===== config.mk =====
export PLATFORM = sky130hd
export DESIGN_NAME = framebuffer_arbiter
export DESIGN_NICKNAME = d
export VERILOG_FILES = /design/src/rtl/framebuffer_pkg.sv /design/src/rtl/framebuffer_clear.sv /design/src/rtl/framebuffer_arbiter.sv
export SDC_FILE = /design/constraint.sdc
export NUM_CORES = 1
export LEC_CHECK = 0
export BUFFER_PORTS_ARGS = -buffer_cell sky130_fd_sc_hd__buf_4
export CAP_MARGIN = 10
export CORE_MARGIN = 5
export CORE_UTILIZATION = 27
export DETAILED_ROUTE_END_ITERATION = 8
export PLACE_DENSITY_LB_ADDON = 0.3
export SYNTH_ARGS = -nofsm -noshare
export SYNTH_HDL_FRONTEND = slang
export SYNTH_SLANG_ARGS = --single-unit
export TNS_END_PERCENT = 50

===== constraint.sdc =====
create_clock -name clk -period 2.3 [get_ports clk]
set_input_delay 0.23 -clock clk [delete_from_list [all_inputs] [get_ports clk]]
set_output_delay 0.23 -clock clk [all_outputs]
set_load 0.1 [all_outputs]

===== src/rtl/framebuffer_pkg.sv =====
// Shared widths, default geometry and FSM state type for the framebuffer arbiter.
package framebuffer_pkg;

  localparam int FB_ADDR_W        = 17;
  localparam int FB_DATA_W        = 16;
  localparam int FB_WORDS_DEFAULT = 98304;

  typedef enum logic {
    IDLE  = 1'b0,
    CLEAR = 1'b1
  } FbState;

  function automatic logic addrInRange(input logic [FB_ADDR_W-1:0] address, input int words);
    return 32'(address) < 32'(words);
  endfunction

endpackage


===== src/rtl/framebuffer_clear.sv =====
// Clear sequencer: walks addresses 0..FB_WORDS-1 once per start, holding the sampled colour.
import framebuffer_pkg::*;

module framebuffer_clear #(
  parameter int FB_WORDS = FB_WORDS_DEFAULT
) (
  input  logic                 clk,
  input  logic                 reset,
  input  logic                 start,
  input  logic [FB_DATA_W-1:0] color,
  output logic                 busy,
  output logic                 lastWrite,
  output logic [FB_ADDR_W-1:0] address,
  output logic [FB_DATA_W-1:0] colorHeld
);

  localparam logic [FB_ADDR_W-1:0] LAST_ADDR = FB_ADDR_W'(FB_WORDS - 1);

  // Start is only raised by the top while idle, so it never restarts a running clear.
  always_ff @(posedge clk) begin
    if (reset) begin
      busy      <= 1'b0;
      address   <= '0;
      colorHeld <= '0;
    end else if (start) begin
      busy      <= 1'b1;
      address   <= '0;
      colorHeld <= color;
    end else if (busy) begin
      if (address == LAST_ADDR) begin
        busy    <= 1'b0;
        address <= '0;
      end else begin
        address <= address + 1'b1;
      end
    end
  end

  assign lastWrite = busy && (address == LAST_ADDR);

endmodule


===== src/rtl/framebuffer_arbiter.sv =====
// Two-way round-robin arbiter onto a single framebuffer port.
// Optional clear sequencer enabled by defining FB_CLEAR_EN.
import framebuffer_pkg::*;

module framebuffer_arbiter #(
  parameter int FB_WORDS = FB_WORDS_DEFAULT
) (
  input  logic                 clk,
  input  logic                 reset,
`ifdef FB_CLEAR_EN
  input  logic                 clearStart,
  input  logic [FB_DATA_W-1:0] clearColor,
  output logic                 clearBusy,
`endif
  input  logic                 reqValid0,
  output logic                 reqReady0,
  input  logic                 reqWrite0,
  input  logic [FB_ADDR_W-1:0] reqAddress0,
  input  logic [FB_DATA_W-1:0] reqData0,
  output logic                 respValid0,
  output logic [FB_DATA_W-1:0] respData0,
  input  logic                 reqValid1,
  output logic                 reqReady1,
  input  logic                 reqWrite1,
  input  logic [FB_ADDR_W-1:0] reqAddress1,
  input  logic [FB_DATA_W-1:0] reqData1,
  output logic                 respValid1,
  output logic [FB_DATA_W-1:0] respData1,
  output logic [FB_ADDR_W-1:0] fbAddress,
  output logic [FB_DATA_W-1:0] fbDataIn,
  output logic                 fbWriteEnable,
  input  logic [FB_DATA_W-1:0] fbDataOut
);

  FbState state;
  logic   favourOne;
  logic   pendRead0;
  logic   pendRead1;
  logic   pendOutOfRange;
  logic   clearGo;
  logic   clrBusy;
  logic   clrLast;
  logic [FB_ADDR_W-1:0] clrAddress;
  logic [FB_DATA_W-1:0] clrColor;
  logic   grantAllowed;
  logic   grant0;
  logic   grant1;

`ifdef FB_CLEAR_EN
  assign clearGo   = !reset && (state == IDLE) && clearStart;
  assign clearBusy = clrBusy && !reset;

  framebuffer_clear #(.FB_WORDS(FB_WORDS)) uClear (
    .clk       (clk),
    .reset     (reset),
    .start     (clearGo),
    .color     (clearColor),
    .busy      (clrBusy),
    .lastWrite (clrLast),
    .address   (clrAddress),
    .colorHeld (clrColor)
  );
`else
  assign clearGo    = 1'b0;
  assign clrBusy    = 1'b0;
  assign clrLast    = 1'b0;
  assign clrAddress = '0;
  assign clrColor   = '0;
`endif

  // A clear start steals the cycle from both requesters.
  assign grantAllowed = !reset && (state == IDLE) && !clearGo;
  assign grant0 = grantAllowed && reqValid0 && (!reqValid1 || !favourOne);
  assign grant1 = grantAllowed && reqValid1 && (!reqValid0 ||  favourOne);
  assign reqReady0 = grant0;
  assign reqReady1 = grant1;

  always_comb begin
    fbAddress     = '0;
    fbDataIn      = '0;
    fbWriteEnable = 1'b0;
    if (clrBusy && !reset) begin
      fbAddress     = clrAddress;
      fbDataIn      = clrColor;
      fbWriteEnable = 1'b1;
    end else if (grant0) begin
      fbAddress     = reqAddress0;
      fbDataIn      = reqData0;
      fbWriteEnable = reqWrite0 && addrInRange(reqAddress0, FB_WORDS);
    end else if (grant1) begin
      fbAddress     = reqAddress1;
      fbDataIn      = reqData1;
      fbWriteEnable = reqWrite1 && addrInRange(reqAddress1, FB_WORDS);
    end
  end

  // State, round-robin pointer and pending-read tracking advance together.
  always_ff @(posedge clk) begin
    if (reset) begin
      state          <= IDLE;
      favourOne      <= 1'b0;
      pendRead0      <= 1'b0;
      pendRead1      <= 1'b0;
      pendOutOfRange <= 1'b0;
    end else begin
      case (state)
        IDLE:    if (clearGo) state <= CLEAR;
        CLEAR:   if (clrLast) state <= IDLE;
        default: state <= IDLE;
      endcase
      if (grant0)      favourOne <= 1'b1;
      else if (grant1) favourOne <= 1'b0;
      pendRead0      <= grant0 && !reqWrite0;
      pendRead1      <= grant1 && !reqWrite1;
      pendOutOfRange <= !addrInRange(fbAddress, FB_WORDS);
    end
  end

  assign respValid0 = pendRead0 && !reset;
  assign respValid1 = pendRead1 && !reset;
  assign respData0  = (respValid0 && !pendOutOfRange) ? fbDataOut : '0;
  assign respData1  = (respValid1 && !pendOutOfRange) ? fbDataOut : '0;

endmodule

# Word level (Yosys, flattened, before mapping)
# Index checks and enable logic that the tools add are counted.
[totals]
regBits = 5
elab_cells = 44
latch_bits = 0
input_bits = 88
ram_bits = 0
n_memories = 0
romBits = 0
output_inout_bits = 70
[op_classes]
mux = 11
mul = 0
addsub = 0
n_eq_ne = 0
reduce_logical = 24
order_cmp = 3
bitwise_logic = 1
shift = 0
div_mod_pow = 0
[op_table]
columns = ["operator", "n"]
rows = [
  ["16-bit two-way mux", 4],
  ["17-bit less-than comparator, second input constant", 3],
  ["17-bit two-way mux", 2],
  ["1-bit logical AND", 13],
  ["1-bit zero test", 8],
  ["1-bit two-way mux", 4],
  ["1-bit logical OR", 2],
  ["1-bit one-hot mux with 2 select lines", 1],
  ["2-bit nonzero test", 1],
  ["1-bit NOT", 1],
]

# Longest topological paths before layout
# Gate-level depths: netlist of the first run.
[depth]
word_depth = 8
mapped_depth = 5
depth_no_buf = 3

# Least setup slack after synthesis of the first run
# Ideal clock, no wire load.
[synth_path]
path_type = "reg-to-output"
startpoint = "register pendRead0"
endpoint = "output port respData0[10]"
n_path_buf = 1
setup_slack_ns = -0.913
t_arrival_ns = 2.983
stages_incl_launch_ff = 5
required_time_ns = 2.070
cell_sequence = "dfxtp_1 -> nor2b_1 -> and2b_1 -> clkbuf_1 -> and2_1"
[synth_between]
elab_chain_len = 3
[synth_rtl]
columns = ["item", "line", "text"]
rows = [
  ["start: declaration", "framebuffer_arbiter.sv:37", "logic pendRead0;"],
  ["start signal: assignment", "framebuffer_arbiter.sv:113", "pendRead0 <= grant0 && !reqWrite0;"],
  ["1-bit logical AND", "framebuffer_arbiter.sv:119", "assign respValid0 = pendRead0 && !reset;"],
  ["named net respValid0", "framebuffer_arbiter.sv:20", "output logic respValid0,"],
  ["1-bit logical AND", "framebuffer_arbiter.sv:121", "assign respData0 = (respValid0 && !pendOutOfRange) ? fbDataOut : '0;"],
  ["16-bit two-way mux", "framebuffer_arbiter.sv:121", ""],
  ["end: declaration", "framebuffer_arbiter.sv:21", "output logic [FB_DATA_W-1:0] respData0,"],
]
# The timed path passes the listed nets, and every way through them passes these cells.

# Final worst setup path of the first run
[layout_path]
startpoint = "register favourOne"
endpoint = "output port fbWriteEnable"
[layout_between]
elab_chain_len = 4
word_cells_on_any_way = 7
cone_classes = "2 x mux; 5 x reduce/logical"
[layout_rtl]
columns = ["item", "line", "text"]
rows = [
  ["start: declaration", "framebuffer_arbiter.sv:36", "logic favourOne;"],
  ["start signal: assignment", "framebuffer_arbiter.sv:101", "favourOne <= 1'b0;"],
  ["start signal: assignment", "framebuffer_arbiter.sv:111", "if (grant0) favourOne <= 1'b1;"],
  ["start signal: assignment", "framebuffer_arbiter.sv:112", "else if (grant1) favourOne <= 1'b0;"],
  ["1-bit logical OR or 1-bit zero test (tied branches)", "framebuffer_arbiter.sv:74, framebuffer_arbiter.sv:73", ""],
  ["1-bit logical AND or 1-bit logical OR (tied branches)", "framebuffer_arbiter.sv:74, framebuffer_arbiter.sv:73", ""],
  ["1-bit two-way mux or 1-bit logical AND (tied branches)", "framebuffer_arbiter.sv:90, framebuffer_arbiter.sv:73", ""],
  ["1-bit two-way mux *", "framebuffer_arbiter.sv:86", "end else if (grant0) begin"],
  ["end: declaration", "framebuffer_arbiter.sv:31", "output logic fbWriteEnable,"],
]
# Mark *: on every way between the ends. The rest lies on a longest branch, timed or not.

==> impl_metrics.json, run 1 <==
{
  "r2r_cells": 4,
  "cts_inserted_buffers": 3,
  "wl_met2_mm": 2.18,
  "synth_xor_area_share_pct": 0,
  "slew_headroom_pct": 76.0,
  "dr.pass1.iters": 4,
  "synth-seq-cells": 4,
  "met1Wirelength_mm": 1.45,
  "dpl_cell_area_mm2": 0.00196,
  "final_area_mm2": 0.00198,
  "die_area_mm2": 0.00404,
  "die_height_um": 63.6,
  "post-route-period-util_pct": 84.3,
  "ioPinCount": 158,
  "grt-ovfl-total": 0,
  "synth.top_cell.area_share_pct": 37.3,
  "ant_nets": 0,
  "synth_adder_area_share_pct": 0,
  "synth_edf_count": 0,
  "worstReg2RegEnd": "pendOutOfRange",
  "total_power_w": 0.000831,
  "synthTopCellsByArea": "a22o_1 37%, and2_1 27%, dfxtp_1 10%",
  "rrSetupSlack_ps": 1060,
  "fmax_ghz": 0.516,
  "crit_fanout": 37,
  "hold_depth": 2,
  "synth_warnings": 0,
  "min_period_ps": 1940,
  "grt_max_degree": 38,
  "insertion_delay_ps": 240,
  "p_leak_nw": 1.13,
  "synth_compound_area_share_pct": 42.4,
  "synth_seq_area_share_pct": 10.3,
  "synth.net_count": 182,
  "grtUsageTotal_pct": 19.5,
  "tightest_slew_ps": 359,
  "ys.flop_type": "dfxtp_1",
  "fin_skew_ps": 1.06,
  "slew_violations": 0,
  "whs_endpoint": "pendRead0",
  "async_flop_share_pct": 0,
  "power_density_mw_per_mm2": 420,
  "cts_tree": "yes",
  "synthCells": 94,
  "place_inst": 275,
  "crit_arrival_ps": 1710,
  "worstHoldPathType": "input pin to flop",
  "syn_avg_cell_area_um2": 8.25,
  "post-cts-setup-buffer-count": 0,
  "root_buffer": "clkbuf_4",
  "wl_per_cell_um": 15.6,
  "crit_type": "flop to output pin",
  "cts_resized": 0,
  "start_util_pct": 28.1,
  "port_buffers": 157,
  "gp_congestion": 0.760,
  "htreeDepth": 1,
  "antenna_found_initial": 0,
  "dp_slack_ps": 536,
  "area_delta_synth_final_pct": 155,
  "drive_gt1_share_pct": 73.3,
  "clk_pin_slew_worst_paths_ps": 40,
  "syn-cell-area_um2": 776,
  "drt_wl_total_mm": 4.33,
  "cts.sinks": 4,
  "fp.dieW_um": 63.6,
  "clockBufferDepth": 2,
  "final_hold_viol_count": 0,
  "core_mm2": 0.00276,
  "num_rows": 19,
  "drcViolationCount": 0,
  "start_kind": "flop",
  "final_nets": 337,
  "ir_drop_v": 0.000315,
  "antenna_cells": 0,
  "max_cap_viol_count": 0,
  "wl_met3_um": 682,
  "cts.hold.buffers_added": 0,
  "grt_pass1_wl_mm": 6.35,
  "rsz0062_at_grt": "no",
  "status": "complete, no violations",
  "startpoint": "favourOne",
  "setup_viol": 0,
  "final_cell_count_no_fill": 278,
  "yosysTopAreaCell": "a22o_1",
  "grt_pass1_vias": 1349,
  "synth_cell_type_count": 14,
  "worstPathRequired_ps": 2070,
  "first_iter_violations": 54,
  "min_from": "reqWrite0",
  "end_kind": "output pin",
  "fin_ws_ps": 361,
  "dp_hpwl_mm": 3.77,
  "r2r_start": "favourOne",
  "vias": 1338,
  "yosys-mux-area-fraction_pct": 0,
  "dr.max_layer_used": "met4",
  "vias_per_cell": 4.81,
  "synth_top_family_by_area": "compound AO/OA/AOI/OAI gates",
  "synth-simple-area-share_pct": 35.6,
  "fill_cells": 249,
  "synthTopCellsByCount": "33 x a22o_1, 33 x and2_1, 7 x buf_6"
}
-- cell type report --
cell class	instances	area [um2]	share of cell area (%)
Tap cell	31	38.8	1.96
Clock buffer	3	22.5	1.14
Timing Repair Buffer	159	1190	60.3
Multi-Input combinational cell	80	641	32.4
Sequential cell	4	80.1	4.05
Inverter	1	3.75	0.190
-- metrics by stage --
step	util, %	hold slack (ps)	TNS (ps)
global placement	71.0	399	0
detailed placement	71.0	402	0
floorplan	-	302	-12.1
global route	71.8	159	0
CTS	71.8	147	0
finish	71.8	153	0
-- state kept, by name, indices dropped and copies added, names as in the netlist --
register and flops:
pendRead1 1, favourOne 1, pendRead0 1, pendOutOfRange 1
-- layout by cell type, fill, tap and decap left out --
master,n
clkbuf_4,3
and2b_1,3
a21boi_0,1
nor2b_1,2
nor2b_4,2
and2_2,16
a21oi_1,1
a32o_1,2
buf_4,159
o21a_1,1
and2_1,17
dfxtp_1,4
nand2_1,1
nor3b_4,1
inv_1,1
a22o_1,33
-- metal layers --
metal	vias up	global-route usage, %
li1	654	-
met1	586	19.4
met2	96	34.8
met3	2	9.59
met4	0	7.01
met5	-	0
-- critical path, stage by stage, from the launching register on --
cell and delay (ps):
dfxtp_1 340, nor2b_1 80, nor3b_4 160, buf_4 360, a32o_1 240, buf_4 290
-- logic make-up (layout without fill, tap and decap cells) --
group	Yosys count	count (layout)
buffers and inverters	10	163
AOI/OAI and AO/OA	38	38
and+or+nand+nor	42	42
DFF	4	4
-- power breakdown --
part | internal [W] | total [W] | switching (W)
Sequential | 0.0000733 | 0.0000749 | 0.00000160
Clock | 0.0000587 | 0.0000920 | 0.0000333
Combinational | 0.000200 | 0.000664 | 0.000464
-- worst max path at each step --
stage                          endpoint  cells past startpoint
after global routing        fbDataIn[9]                      5
after detailed placement  fbWriteEnable                      6
final                     fbWriteEnable                      5
after floorplan            respData1[6]                      4
after global placement    fbWriteEnable                      6
after CTS                 fbWriteEnable                      5
(Power assumes the default switching activity.)
==> inputs of run 2 (changes only) <==
- CORE_UTILIZATION: 27 -> 25
- clock period: 2.3 -> 2 ns (I/O delays scaled with it)
==> run 2 against run 1 <==
Against the previous run:
- routed wire length fell by 6.1%
- cell area increased by 1.6%
- clock power is 5.2% higher
- clock-buffer cell count is the same
- hold slack got worse by 22 ps
- largest cell class unchanged
- setup slack worse by 130 ps
- sequential share of layout area decreased by 0.065 points
- first-iteration DRC count shrank 56%
- die area grew 6.7%
- clock skew up 1.5 ps
==> impl_metrics.json, run 2 (synthesized netlist as in run 1, its figures left out) <==
{
  "p_leak_nw": 1.14,
  "final_cell_mix": "157 x buf_4, 33 x a22o_1, 20 x and2_2",
  "cts_tree": "yes",
  "grt_pass1_vias": 1285,
  "slew_headroom_pct": 75.1,
  "root_buffer": "clkbuf_4",
  "clk_pin_slew_worst_paths_ps": 40,
  "ir_drop_v": 0.000259,
  "worst_hold_slack_ps": 132,
  "drcViolationCount": 0,
  "final_hold_viol_count": 0,
  "vias": 1312,
  "status": "complete, no violations",
  "grt_max_degree": 38,
  "antenna_cells": 0,
  "ioPinCount": 158,
  "post-route-period-util_pct": 88.4,
  "tightest_slew_ps": 374,
  "gp_congestion": 0.767,
  "worstHoldPathType": "input pin to flop",
  "power_density_mw_per_mm2": 473,
  "grt-ovfl-total": 0,
  "fp.dieW_um": 65.7,
  "die_area_mm2": 0.00432,
  "wl_per_cell_um": 14.5,
  "drive_gt1_share_pct": 74.9,
  "max_cap_viol_count": 0,
  "start_kind": "flop",
  "first_iter_violations": 24,
  "core_mm2": 0.00300,
  "start_util_pct": 25.8,
  "crit_fanout": 37,
  "slew_violations": 0,
  "num_rows": 20,
  "post-cts-setup-buffer-count": 0,
  "crit_type": "flop to output pin",
  "crit_arrival_ps": 1570,
  "end_kind": "output pin",
  "worstPathRequired_ps": 1800,
  "vias_per_cell": 4.69,
  "fmax_ghz": 0.566,
  "min_period_ps": 1770,
  "final_util_pct": 67.0,
  "insertion_delay_ps": 230,
  "dp_hpwl_mm": 3.54,
  "cts_inserted_buffers": 3,
  "rsz0062_at_grt": "no",
  "setup_viol": 0,
  "final_nets": 337,
  "grtUsageTotal_pct": 17.1,
  "die_height_um": 65.7,
  "clockBufferDepth": 2,
  "htreeDepth": 1,
  "drt_wl_total_mm": 4.07,
  "cts.hold.buffers_added": 0,
  "fin_skew_ps": 2.56,
  "cts.sinks": 4,
  "final_common_cell": "buf_4",
  "dr.pass1.iters": 4,
  "port_buffers": 157,
  "grt_pass1_wl_mm": 5.88,
  "ant_nets": 0,
  "cts_resized": 0,
  "antenna_found_initial": 0,
  "fill_cells": 288,
  "area_delta_synth_final_pct": 159
}
[run 2: cell counts in the layout (fill, tap and decap cells not counted)]
No cell type changed its count.
[run 2: worst paths after layout]
path	cells past startpoint	slack, ps	to	from
worst max-delay path	5	230	fbWriteEnable	favourOne
worst min-delay path	2	130	pendRead0	reqWrite0
worst max register to register	4	830	pendOutOfRange	favourOne
worst min register to register	1	500	favourOne	favourOne
[run 2: power breakdown]
group	switching, W	leakage (nW)	internal [W]
combinational	0.000533	1.10	0.000236
sequential	0.00000179	0.0329	0.0000844
clock	0.0000299	0.0138	0.0000669
[run 2: routing by layer]
metal	vias up	wire length, um	global-route usage, %
li1	656	-	-
met1	560	1310	17.0
met2	94	2010	30.2
met3	2	717	9.06
met4	0	27	5.44
met5	-	0	0
[run 2: cell type report]
class | instances | area (um2) | share of cell area [%]
clock buffer | 3 | 22.5 | 1.12
multi-input combinational | 80 | 646 | 32.1
tap | 33 | 41.3 | 2.05
sequential | 4 | 80.1 | 3.98
inverter | 1 | 3.75 | 0.187
timing repair buffer | 159 | 1220 | 60.6
[run 2: through the flow]
step	worst slack [ps]	total power [W]	cells	TNS, ps	area, um2
floorplan	-69.5	0.000627	94	-1230	816
global placement	441	0.000857	277	0	1990
detailed placement	433	0.000860	277	0	1990
CTS	224	0.000961	280	0	2010
global route	141	0.000990	280	0	2010
finish	233	0.000952	280	0	2010
[run 2: worst max-delay path, cell delays in order (launching register included)]
cell and delay, ps:
dfxtp_1 340, nor2b_1 80, nor3b_4 210, buf_12 220, a32o_1 190, buf_4 290
==> inputs of run 3 (changes only) <==
--- a/constraint.sdc
+++ b/constraint.sdc
@@ -3,2 +3,2 @@
 set_output_delay 0.2 -clock clk [all_outputs]
-set_load 0.1 [all_outputs]
+set_load 0.005 [all_outputs]
==> run 3 against run 2 <==
Against the previous run:
- clock power barely moved
- die area did not move
- total power fell by 46%
- combinational power fell by 56%
- critical endpoint is now fbAddress[3]
==> impl_metrics.json, run 3 (synthesized netlist as in run 1, its figures left out) <==
{
  "status": "complete, no violations",
  "cts_resized": 0,
  "slew_violations": 0,
  "final_common_cell": "buf_4",
  "end_kind": "output pin",
  "power_density_mw_per_mm2": 263,
  "tightest_slew_ps": 392,
  "clockBufferDepth": 2,
  "multiInputGateArea_um2": 606,
  "final_cell_mix": "157 x buf_4, 33 x and2_1, 33 x a22o_1",
  "finalSetupTns_ps": 0,
  "worstHoldPathType": "input pin to flop",
  "fp.dieW_um": 65.7,
  "first_iter_violations": 32,
  "ant_nets": 0,
  "core_mm2": 0.00300,
  "setup_viol": 0,
  "crit_fanout": 29,
  "grtUsageTotal_pct": 18.2,
  "insertion_delay_ps": 230,
  "rsz0062_at_grt": "no",
  "slew_headroom_pct": 73.9,
  "max_cap_viol_count": 0,
  "vias_per_cell": 4.77,
  "top_usage_layer": "met2",
  "start_kind": "flop",
  "vias": 1336,
  "p_leak_nw": 1.12,
  "final_nets": 337,
  "cts.sinks": 4,
  "fmax_ghz": 0.558,
  "clk_pin_slew_worst_paths_ps": 40,
  "use_met3_pct": 7.86,
  "drcViolationCount": 0,
  "cts_tree": "yes",
  "wl_per_cell_um": 15.5,
  "die_height_um": 65.7,
  "dp_hpwl_mm": 3.78,
  "worstPathRequired_ps": 1800,
  "area_delta_synth_final_pct": 154,
  "post-route-period-util_pct": 89.5,
  "port_buffers": 157,
  "start_util_pct": 25.8,
  "seqCellArea_um2": 80.1,
  "dr.pass1.iters": 4,
  "grt-ovfl-total": 0,
  "grt_max_degree": 38,
  "ioPinCount": 158,
  "final_hold_viol_count": 0,
  "grt_use_met1_pct": 17.9,
  "num_rows": 20,
  "grt_use_met2_pct": 33.0,
  "fill_cells": 292,
  "fin_ws_ps": 209,
  "fin_skew_ps": 1.09,
  "grt_pass1_vias": 1351,
  "post-cts-setup-buffer-count": 0,
  "grt_pass1_wl_mm": 6.13,
  "drt_wl_total_mm": 4.33,
  "htreeDepth": 1,
  "die_area_mm2": 0.00432,
  "root_buffer": "clkbuf_4",
  "min_period_ps": 1790,
  "drive_gt1_share_pct": 66.0,
  "crit_arrival_ps": 1590,
  "antenna_found_initial": 0,
  "crit_type": "flop to output pin",
  "cts_inserted_buffers": 3,
  "dp_slack_ps": 432,
  "ir_drop_v": 0.000132,
  "cts.hold.buffers_added": 0,
  "gp_congestion": 0.763,
  "antenna_cells": 0
}
==> run 3: worst paths after layout <==
kind | to | cells after the start | start | slack (ps)
hold / removal | pendRead0 | 2 | reqWrite0 | 130
setup / recovery | fbAddress[3] | 5 | favourOne | 210
hold reg to reg | favourOne | 1 | favourOne | 490
setup reg to reg | pendOutOfRange | 4 | favourOne | 680
==> run 3: worst max-delay path, stage by stage, from the launching register on <==
cell and delay, ps:
dfxtp_1 310, a21oi_1 150, and2_1 390, buf_12 230, a22o_1 170, buf_4 110
==> run 3: through the flow <==
step	instance area [um2]	hold slack, ps	total power, W	util (%)	cells
after detailed placement	1950	368	0.000426	64.9	277
after global placement	1950	368	0.000422	64.9	277
after global routing	1970	120	0.000561	65.7	280
after floorplan	776	272	0.000196	-	94
after CTS	1970	121	0.000528	65.7	280
final	1970	130	0.000518	65.7	280
==> run 3: cell type report <==
class,count,area share [%]
Clock buffer,3,1.14
Inverter,1,0.190
Multi-Input combinational cell,80,30.7
Sequential cell,4,4.06
Tap cell,33,2.09
Timing Repair Buffer,159,61.8
==> run 3: report_power, final <==
part           switching (W)  internal, W  leakage [nW]
Sequential        0.00000153    0.0000843        0.0329
Combinational       0.000107     0.000228          1.08
Clock              0.0000302    0.0000669        0.0138
Total               0.000139     0.000379          1.12
==> run 3: per-layer routing <==
metal,routed length (um),part of all wire (%)
met1,1310,30
met2,2210,51
met3,713,16
met4,89,2.1
met5,0,0
